`src/rtl/rob_tid_alloc_pkg.sv`:
```
// Shared widths, tID type and output-stage state encodings for the ROB tID allocator.
package rob_tid_alloc_pkg;

   localparam int TID_WIDTH      = 4;
   localparam int FIFO_SIZE      = 8;
   localparam int AXI_ID_WIDTH   = 4;
   localparam int AXI_ADDR_WIDTH = 32;

   typedef logic [TID_WIDTH-1:0] tid_t;

   localparam logic [0:0] S_EMPTY = 1'b0;
   localparam logic [0:0] S_FULL  = 1'b1;

endpackage

```
`src/rtl/rob_tid_alloc_tid_table.sv`:
```
// tID -> ARID map: one synchronous write port, one combinational read port.
// Latency: write visible the cycle after it is issued; read is same-cycle.
// Backpressure: none; the caller guarantees write and read indices never collide.
module rob_tid_alloc_tid_table #(
   parameter int TID_WIDTH = 4,
   parameter int ID_WIDTH  = 4
) (
   input  logic                 clk,
   input  logic                 wr_en,
   input  logic [TID_WIDTH-1:0] wr_idx,
   input  logic [ID_WIDTH-1:0]  wr_dat,
   input  logic [TID_WIDTH-1:0] rd_idx,
   output logic [ID_WIDTH-1:0]  rd_dat
);

   logic [ID_WIDTH-1:0] mem [2**TID_WIDTH];

   always_ff @(posedge clk) begin
      if (wr_en) begin
         mem[wr_idx] <= wr_dat;
      end
   end

   assign rd_dat = mem[rd_idx];

endmodule

```
`src/rtl/rob_tid_alloc.sv`:
```
// Stamps AXI read requests with in-order tIDs, forwards them to tag compare, and keeps the tID->ARID map.
// Latency: AR accepted in cycle N is presented on req_* in cycle N+1.
// Backpressure: s_arready_o low while the output stage is held or MAX_OUTSTANDING reads are in flight.
module rob_tid_alloc
   import rob_tid_alloc_pkg::*;
#(
   parameter int ADDR_WIDTH      = AXI_ADDR_WIDTH,
   parameter int ID_WIDTH        = AXI_ID_WIDTH,
   parameter int TID_WIDTH       = rob_tid_alloc_pkg::TID_WIDTH,
   parameter int MAX_OUTSTANDING = FIFO_SIZE
) (
   input  logic                  clk,
   input  logic                  rst,
   input  logic                  s_arvalid_i,
   output logic                  s_arready_o,
   input  logic [ID_WIDTH-1:0]   s_arid_i,
   input  logic [ADDR_WIDTH-1:0] s_araddr_i,
   output logic                  req_valid_o,
   input  logic                  req_ready_i,
   output logic [TID_WIDTH-1:0]  req_tid_o,
   output logic [ADDR_WIDTH-1:0] req_addr_o,
   input  logic                  retire_i,
   output logic [ID_WIDTH-1:0]   retire_rid_o,
   output logic [TID_WIDTH:0]    outstanding_o,
   output logic                  err_o
);

   localparam logic [TID_WIDTH:0]   MAX_CNT = (TID_WIDTH+1)'(MAX_OUTSTANDING);
   localparam logic [TID_WIDTH-1:0] TID_ONE = {{(TID_WIDTH-1){1'b0}}, 1'b1};
   localparam logic [TID_WIDTH:0]   CNT_ONE = {{TID_WIDTH{1'b0}}, 1'b1};

   logic [0:0]            state;
   logic [TID_WIDTH-1:0]  next_tid;
   logic [TID_WIDTH-1:0]  ret_ptr;
   logic [TID_WIDTH:0]    outstanding;
   logic                  err;
   logic                  ar_fire;
   logic                  ret_ok;

   assign s_arready_o   = ((state == S_EMPTY) | req_ready_i) & (outstanding < MAX_CNT) & ~rst;
   assign ar_fire       = s_arvalid_i & s_arready_o;
   // A retire with nothing in flight is a ROB protocol violation: flag it, do not act on it.
   assign ret_ok        = retire_i & (outstanding != '0);
   assign req_valid_o   = (state == S_FULL);
   assign outstanding_o = outstanding;
   assign err_o         = err;

   rob_tid_alloc_tid_table #(
      .TID_WIDTH (TID_WIDTH),
      .ID_WIDTH  (ID_WIDTH)
   ) u_tid_table (
      .clk    (clk),
      .wr_en  (ar_fire),
      .wr_idx (next_tid),
      .wr_dat (s_arid_i),
      .rd_idx (ret_ptr),
      .rd_dat (retire_rid_o)
   );

   always_ff @(posedge clk) begin
      if (rst) begin
         next_tid    <= TID_ONE;
         ret_ptr     <= TID_ONE;
         outstanding <= '0;
         err         <= 1'b0;
      end else begin
         if (ar_fire) begin
            next_tid <= next_tid + TID_ONE;
         end
         if (ret_ok) begin
            ret_ptr <= ret_ptr + TID_ONE;
         end
         if (retire_i && !ret_ok) begin
            err <= 1'b1;
         end
         if (ar_fire && !ret_ok) begin
            outstanding <= outstanding + CNT_ONE;
         end else if (!ar_fire && ret_ok) begin
            outstanding <= outstanding - CNT_ONE;
         end
      end
   end

   // Single-entry output stage; reloads back-to-back when drained and refilled in one cycle.
   always_ff @(posedge clk) begin
      if (rst) begin
         state      <= S_EMPTY;
         req_tid_o  <= '0;
         req_addr_o <= '0;
      end else if (ar_fire) begin
         state      <= S_FULL;
         req_tid_o  <= next_tid;
         req_addr_o <= s_araddr_i;
      end else if (req_ready_i) begin
         state      <= S_EMPTY;
      end
   end

endmodule

```
`config.mk`:
```
export PLATFORM = sky130hd
export DESIGN_NAME = rob_tid_alloc
export DESIGN_NICKNAME = d
export VERILOG_FILES = /design/src/rtl/rob_tid_alloc_pkg.sv /design/src/rtl/rob_tid_alloc_tid_table.sv /design/src/rtl/rob_tid_alloc.sv
export SDC_FILE = /design/constraint.sdc
export NUM_CORES = 1
export LEC_CHECK = 0
export ABC_CLOCK_PERIOD_IN_PS = 5000
export CORE_MARGIN = 3
export CORE_UTILIZATION = 45
export CTS_BUF_LIST = sky130_fd_sc_hd__clkbuf_8
export DETAILED_ROUTE_END_ITERATION = 8
export GPL_TIMING_DRIVEN = 1
export PLACE_DENSITY = 0.71
export SKIP_CTS_REPAIR_TIMING = 1
export SYNTH_ARGS = -nofsm -noshare
export SYNTH_HDL_FRONTEND = slang
export SYNTH_SLANG_ARGS = --single-unit
```
`constraint.sdc`:
```
create_clock -name clk -period 5 [get_ports clk]
set_input_delay 1 -clock clk [delete_from_list [all_inputs] [get_ports clk]]
set_output_delay 1 -clock clk [all_outputs]
set_load 0.01 [all_outputs]
```
**Word level (Yosys, flattened, before mapping)**

Memory sizes are Yosys's and may differ from the RTL's. A register that Yosys moved wholly into a read port is not among the register bits.
Cells that the tools add are included.

- Bits in registers: 51
- Bits in writable memories: 64
- Input bits: 41
- Output and inout bits: 48
- Word-level logic and storage cells: 36
- Memories: 1

- Add/subtract/negate cells: 4
- Magnitude comparators: 1
- Muxes and demuxes: 8
- Bitwise gates (word level): 7
- Reductions and logical operators: 8

Memory list:

| memory | depth | bits a word | read ports | clocked after Yosys merged registers in | write ports | RTL line | source |
|---|---|---|---|---|---|---|---|
| u_tid_table.mem | 16 | 4 | 1 | 1 | 1 | rob_tid_alloc_tid_table.sv:16 | `logic [ID_WIDTH-1:0] mem [2**TID_WIDTH];` |

Operator list:

| kind | count |
|---|---|
| $mux 5 | 2 |
| $add 4x1->4 const B | 2 |
| $mux 4 | 2 |
| $add 5x1->5 const B | 1 |
| $lt 5x4->1 const B | 1 |
| $reduce_bool 5->1 | 1 |
| $sub 5x1->5 const B | 1 |
| $and 1x1->1 | 4 |
| $mux 1 | 4 |
| $reduce_bool 2->1 | 2 |
| $logic_and 1x1->1 | 3 |
| $logic_not 1->1 | 2 |
| $not 1->1 | 2 |
| $or 1x1->1 | 1 |

**Depth between registers and ports, before layout**

Gate-level depths: netlist of the first run.

- Word-level depth: 9
- Gate-level depth with buffers: 11
- Mapped depth without buffers: 9

**Hierarchy**

From an unflattened synthesis of the first run, not the netlist that was laid out.

- Cells, all modules: 364
- Area total of the unflattened synthesis: 4678.2 um^2

Modules (own cells, without submodules):

| module | times used | cells each | area each (um^2) | sequential area each (um^2) |
|---|---|---|---|---|
| rob_tid_alloc_tid_table | 1 | 126 | 2586.2 | 1921.8 |
| rob_tid_alloc | 1 | 238 | 2092.0 | 1021.0 |

**Least setup slack after synthesis of the first run**

No wires, ideal clock.

- Path type: input -> register
- From: input port req_ready_i
- To: register outstanding[4] (netlist: outstanding_o[4])
- Library setup time: 0.123 ns
- Arrival: 2.961 ns
- Data required time: 4.877 ns
- Path slack: 1.915 ns
- Stages: 11
- Buffers on the path: 2
- Cells stage by stage: nand2b_1 > and4b_1 > buf_2 > buf_2 > ha_1 > inv_1 > ha_1 > a21oi_1 > a211oi_1 > a31oi_1 > mux2_1

- Cells in the longest elaborated chain, start to end: 7
- Elaborated cells on any way between the ends: 9
- Those cells by class: mux (1); bitwise (4); reduce/logical (4)

Ends and longest elaborated chain:

| element | RTL line | source |
|---|---|---|
| start, declared | rob_tid_alloc.sv:19 | `input logic req_ready_i,` |
| $or 1x1->1 * | rob_tid_alloc.sv:40 | `assign s_arready_o = ((state == S_EMPTY) \| req_ready_i) & (outstanding < MAX_CNT) & ~rst;` |
| $and 1x1->1 * (2 in a row) | rob_tid_alloc.sv:40 |  |
| $and 1x1->1 * | rob_tid_alloc.sv:41 | `assign ar_fire = s_arvalid_i & s_arready_o;` |
| net ar_fire | rob_tid_alloc.sv:37 | `logic ar_fire;` |
| $logic_not 1->1 | rob_tid_alloc.sv:78 | `end else if (!ar_fire && ret_ok) begin` |
| $logic_and 1x1->1 | rob_tid_alloc.sv:78 |  |
| $reduce_bool 2->1 (no line) | -- |  |
| end signal, assigned | rob_tid_alloc.sv:77 | `outstanding <= outstanding + CNT_ONE;` |
| end signal, assigned | rob_tid_alloc.sv:79 | `outstanding <= outstanding - CNT_ONE;` |
| end, declared | rob_tid_alloc.sv:35 | `logic [TID_WIDTH:0] outstanding;` |

The timed path passes the listed nets; every way through them passes the cells marked *.
A chain may end at the register's enable or synchronous reset.

**Final worst setup path of the first run**

- From: input port rst
- To: output port s_arready_o

- Cells in the longest elaborated chain, start to end: 2

Ends and longest elaborated chain:

| element | RTL line | source |
|---|---|---|
| start, declared | rob_tid_alloc.sv:13 | `input logic rst,` |
| $not 1->1 | rob_tid_alloc.sv:40 |  |
| $and 1x1->1 | rob_tid_alloc.sv:40 |  |
| end, declared | rob_tid_alloc.sv:15 | `output logic s_arready_o,` |

Every way passes these cells.

==> results of run 1 <==
## placed cells by master (no fill, tap or decap), types with 2 or more instances in the layout
cell type / n
a21oi_1: 4
a22oi_1: 8
buf_4: 3
bufinv_16: 4
clkbuf_8: 21
clkdlybuf4s50_1: 88
clkinv_2: 5
dfxtp_1: 55
edfxtp_1: 64
ha_1: 9
inv_1: 5
mux2i_1: 5
mux4_2: 16
nand2_1: 47
nand2b_1: 43
nor2_1: 27
nor2b_1: 3
nor3_1: 4
o211ai_1: 2
o21ai_1: 35
xnor2_1: 2
xor2_1: 3
## state kept, by name, summed over array words and instances (netlist names), named ones only
name / count
err_o: 1
req_valid_o: 1
outstanding_o: 5
ret_ptr: 4
req_tid_o: 4
req_addr_o: 32
u_tid_table.mem: 64
next_tid: 4
## where the power goes
part	leakage (µW)	switching, µW	internal, µW	total, µW
Sequential	0.00103	108	1140	1250
Clock	0.000238	350	589	939
Combinational	0.000906	384	448	832
Total	0.00217	842	2180	3020
## through the flow
stage                     worst slack (ns)  utilization (%)  total power [µW]
after floorplan                      1.915                -              1782
after global placement               1.481            57.02              2092
after detailed placement             1.402            57.02              2104
after CTS                            1.516            61.44              3052
after global routing                 1.434            61.44              3193
final                                1.538            61.44              3019
## final cells by class
cell class / instances / area, µm²
multi-input cells: 227 / 1598
repair buffers: 91 / 903.4
fillers: 812 / 3856
flip-flops and latches: 119 / 3023
clock inverters: 11 / 152.6
well taps: 133 / 166.4
inverters: 3 / 11.26
clock buffers: 21 / 289.0
## cell families after synthesis
logic type,count (synthesis),synth area share (%)
flip-flops,119,63.78
AND/OR/NAND/NOR,134,13.91
AO/OA/AOI/OAI,55,6.811
XOR/XNOR,6,1.267
buffers and inverters,25,2.534
multiplexers,22,8.897
adder cells (fa/ha/maj),10,2.798
## critical path: stages
cell and delay [ns]:
clkdlybuf4s50_1 0.46, buf_4 0.41, nor2_1 0.09, clkdlybuf4s50_1 0.49
## how the worst max path moves through the flow
| stage | from | end | slack (ns) |
|---|---|---|---|
| final | rst | s_arready_o | 1.54 |
| after global routing | rst | s_arready_o | 1.43 |
| after CTS | rst | s_arready_o | 1.52 |
| after detailed placement | req_ready_i | u_tid_table.mem[3][2] | 1.40 |
| after global placement | req_ready_i | u_tid_table.mem[3][0] | 1.48 |
| after floorplan | req_ready_i | outstanding_o[4] | 1.92 |
## per-layer routing
layer | routed length (µm) | global-route usage [%] | vias up | share of wire, %
li1 | - | - | 1489 | -
met2 | 4469 | 26.83 | 106 | 46
met5 | 0 | 0 | - | 0
met4 | 94 | 6.763 | 0 | 0.98
met1 | 4128 | 21.48 | 1408 | 43
met3 | 925 | 8.585 | 11 | 9.6
==> flow_metrics.tcl, run 1 <==
set metrics [dict create \
    antennaDiodeCount 0 \
    critPathArrivalTime_ns 2.46 \
    fin_crit_sh_pct 69.24 \
    path_max_fanout 56 \
    drv_cap 0 \
    fin_skew_ns 0.01277 \
    reg2reg_from "outstanding_o[4]" \
    gp_congestion 0.7915 \
    overflow 0 \
    num_rows 36 \
    final.setup.tns_ns 0 \
    worst_setup_path_end_kind "output pin" \
    viasPerCell 4.982 \
    worstHoldEndpoint "req_addr_o[3]" \
    min_path_cells 2 \
    synthTopCellsByArea "edfxtp_1, dfxtp_1, mux4_2, nand2b_1, nand2_1" \
    postLayoutCellArea_mm2 0.006143 \
    synth_edf_count 64 \
    p_leak_uw 0.002171 \
    hold_viol 0 \
    drive_gt1_share_pct 11.44 \
    yosys.area.top_type "edfxtp_1" \
    drt_iter0_drc 110 \
    p_per_area_mw_per_mm2 491.4 \
    yosysMostFrequentCell "edfxtp_1" \
    clk-insertion-delay-late_ns 0.42 \
    hp-class "reg -> reg" \
    grt_pass1_vias 3111 \
    final_cells 605 \
    nets 510 \
    slew_violations 0 \
    run_status "finished clean" \
    ys.flop_type "edfxtp_1" \
    fin_hold_ws_ns 0.4661 \
    cts_buffer_depth 2 \
    num_vias 3014 \
    netlist_top_cells_count "edfxtp_1, dfxtp_1, nand2_1, nand2b_1, o21ai_1" \
    dpl.hpwl_um 6441 \
    syn_avg_cell_area_um2 12.78 \
    ant_nets 0 \
    grt.total_usage_pct 17.54 \
    die_w_um 108.6 \
    cts_root_buf "clkbuf_8" \
    placed_area_mm2 0.005702 \
    min-delay-start "req_addr_o[3]" \
    yosysSeqAreaShare_pct 63.78 \
    tightest_slew_ns 0.7132 \
    ys_ff_latch 119 \
    reg2reg_depth 9 \
    drtPass1Iterations 4 \
    ios 89 \
    drt-total-wl_um 9617 \
    grt_max_degree 81 \
    fp.dieH_um 108.6 \
    antenna_found_initial 0 \
    dieArea_mm2 0.01180 \
    synthArstFlopShare_pct 0 \
    r2r_setup_slack_ns 2.30 \
    setup_viol 0 \
    vdd_drop_max_uv 232.8 \
    portBuffers 88 \
    cts_tree "done" \
    initial_core_util_pct 47.40 \
    drc 0 \
    path_class "in -> out" \
    worst_r2r_endpoint "outstanding_o[4]" \
    yosysTopAreaCellShare_pct 40.55 \
    netlist_instances 371 \
    grt_pass1_wl_um 15460 \
    synth_nets 422 \
    dpl.cell_count 573 \
    yosysWarnings 0 \
    rsz0062_at_grt "no" \
    coreArea_mm2 0.01000 \
    h-tree-depth 4 \
    fmax_ghz 0.2889 \
    synth_area_mm2 0.004740 \
    path_clk_slew_ns 0.07 \
    critPathRequiredTime_ns 4.00 \
    layout_min_cycle_time_ns 3.462 \
    slew_headroom_pct 52.45 \
    synth.distinct_cells 41 \
    wl_per_cell_um 15.90 \
    cts_sinks 119 \
    cts_made_buffers 17 \
    cp-start-kind "input pin" \
    area_growth_pct 29.62 \
]
Power figures use the tool's default switching activity.
==> run 2: changes to the inputs <==
Settings changed: ABC_CLOCK_PERIOD_IN_PS 5000 to 3010, PLACE_DENSITY 0.71 to 0.73.
Clock period 5 ns to 3.01 ns, I/O delays scaled along.
==> run 2 against run 1 <==
Compared with the run above:
- via count is 0.20% higher
- die area stayed put
- first-iteration DRC count is 34% higher
- largest cell class unchanged
- largest power group unchanged
- highest routed layer unchanged
==> flow_metrics.tcl, run 2 (same netlist as run 1, synthesis figures left out) <==
set metrics [dict create \
    run_status "finished clean" \
    place_ws_ns 0.03216 \
    grt_pass1_vias 3202 \
    ant_nets 0 \
    route.met3.wl_um 930 \
    fp.dieH_um 108.6 \
    setup_viol 0 \
    layout_setup_ws_ns 0.1184 \
    clk-insertion-delay-late_ns 0.41 \
    min-delay-start "req_addr_o[18]" \
    path_class "reg -> out" \
    highest_layer "met4" \
    drc 0 \
    nets 521 \
    largest_reg_flops 64 \
    num_rows 36 \
    cts_buffer_depth 2 \
    dieArea_mm2 0.01180 \
    drt_iter0_drc 147 \
    worst_setup_path_end_kind "output pin" \
    antenna_found_initial 0 \
    portBuffers 88 \
    grt.total_usage_pct 17.73 \
    hold_viol 0 \
    reg2reg_depth 9 \
    cts_sinks 119 \
    drt-met1-wl_um 4136 \
    p_leak_uw 0.002205 \
    layout_commonest_cell "clkdlybuf4s50_1" \
    coreArea_mm2 0.01000 \
    worstHoldEndpoint "req_addr_o[18]" \
    initial_core_util_pct 47.40 \
    drtPass1Iterations 6 \
    num_vias 3020 \
    wl_per_cell_um 15.62 \
    gp_congestion 0.8296 \
    tightest_slew_ns 0.6183 \
    drv_cap 0 \
    grt_max_degree 70 \
    placed_area_mm2 0.005784 \
    critPathArrivalTime_ns 2.29 \
    viasPerCell 4.903 \
    min_path_cells 2 \
    worst_r2r_endpoint "outstanding_o[4]" \
    area_growth_pct 31.52 \
    fin_skew_ns 0.01289 \
    final_cell_mix "clkdlybuf4s50_1, edfxtp_1, dfxtp_1" \
    fin_crit_sh_pct 96.07 \
    drt-total-wl_um 9621 \
    cp-start-kind "register" \
    cts_tree "done" \
    dpl.hpwl_um 6575 \
    slew_headroom_pct 58.65 \
    path_max_fanout 16 \
    drive_gt1_share_pct 13.66 \
    r2r_setup_slack_ns 0.27 \
    fmax_ghz 0.3458 \
    cts_root_buf "clkbuf_8" \
    vdd_drop_max_uv 439.0 \
    slew_violations 0 \
    ios 89 \
    grt_pass1_wl_um 15880 \
    antennaDiodeCount 0 \
    path_clk_slew_ns 0.07 \
    p_per_area_mw_per_mm2 810.9 \
    hp-class "reg -> reg" \
    reg2reg_from "outstanding_o[1]" \
    die_w_um 108.6 \
    cts_made_buffers 17 \
    critPathRequiredTime_ns 2.41 \
    h-tree-depth 4 \
    postLayoutCellArea_mm2 0.006233 \
    top_register "u_tid_table.mem" \
    layout_min_cycle_time_ns 2.892 \
    wl_met2_um 4497 \
    overflow 0 \
]
==> run 2: cell count changes in the layout (fill, tap and decap cells not counted), moves of 2 or more <==
cell,delta
clkinvlp_4,+4
clkinv_4,+3
clkinv_2,-4
inv_6,+2
clkbuf_8,-4
buf_4,+10
inv_1,-2
==> run 2: routing by layer <==
| metal | track usage (%) | up-vias |
|---|---|---|
| met3 | 9.710 | 6 |
| met5 | 0 | - |
| met1 | 22.14 | 1399 |
| met2 | 26.79 | 101 |
| met4 | 4.869 | 0 |
| li1 | - | 1514 |
==> run 2: layout make-up <==
| type | count | area, µm² |
|---|---|---|
| Clock buffer | 17 | 234.0 |
| Clock inverter | 15 | 202.7 |
| Fill cell | 798 | 3766 |
| Inverter | 3 | 11.26 |
| Multi-Input combinational cell | 227 | 1598 |
| Sequential cell | 119 | 3023 |
| Tap cell | 133 | 166.4 |
| Timing Repair Buffer | 102 | 998.5 |
==> run 2: report_power, final <==
group	switching [µW]	internal, µW
Combinational	692	778
Sequential	144	1890
Clock	642	906
Total	1480	3580
==> run 2: through the flow <==
| stage | hold slack, ns | total power, µW | cells | setup TNS [ns] | util (%) |
|---|---|---|---|---|---|
| floorplan | 0.4708 | 2960 | 371 | 0 | - |
| global placement | 0.4508 | 3484 | 584 | 0 | 57.85 |
| detailed placement | 0.4548 | 3535 | 584 | 0 | 57.85 |
| CTS | 0.4680 | 5099 | 616 | -0.04747 | 62.21 |
| global route | 0.4859 | 5376 | 616 | -0.004786 | 62.34 |
| finish | 0.4650 | 5055 | 616 | 0 | 62.34 |
==> run 2: worst max-delay path: stages (launching register included) <==
cell and delay, ns:
dfxtp_1 0.36, buf_12 0.19, mux4_2 0.52, a22oi_1 0.25, nand2_1 0.08, clkdlybuf4s50_1 0.48
==> run 2: worst max path at each step <==
stage	slack (ns)	cells after the start	end
6_report	0.12	5	retire_rid_o[3]
5_1_grt	-0.005	5	retire_rid_o[3]
4_1_cts	-0.02	5	retire_rid_o[0]
3_5_place_dp	0.03	10	outstanding_o[4]
3_3_place_gp	0.10	10	outstanding_o[4]
2_1_floorplan	0.32	11	outstanding_o[4]
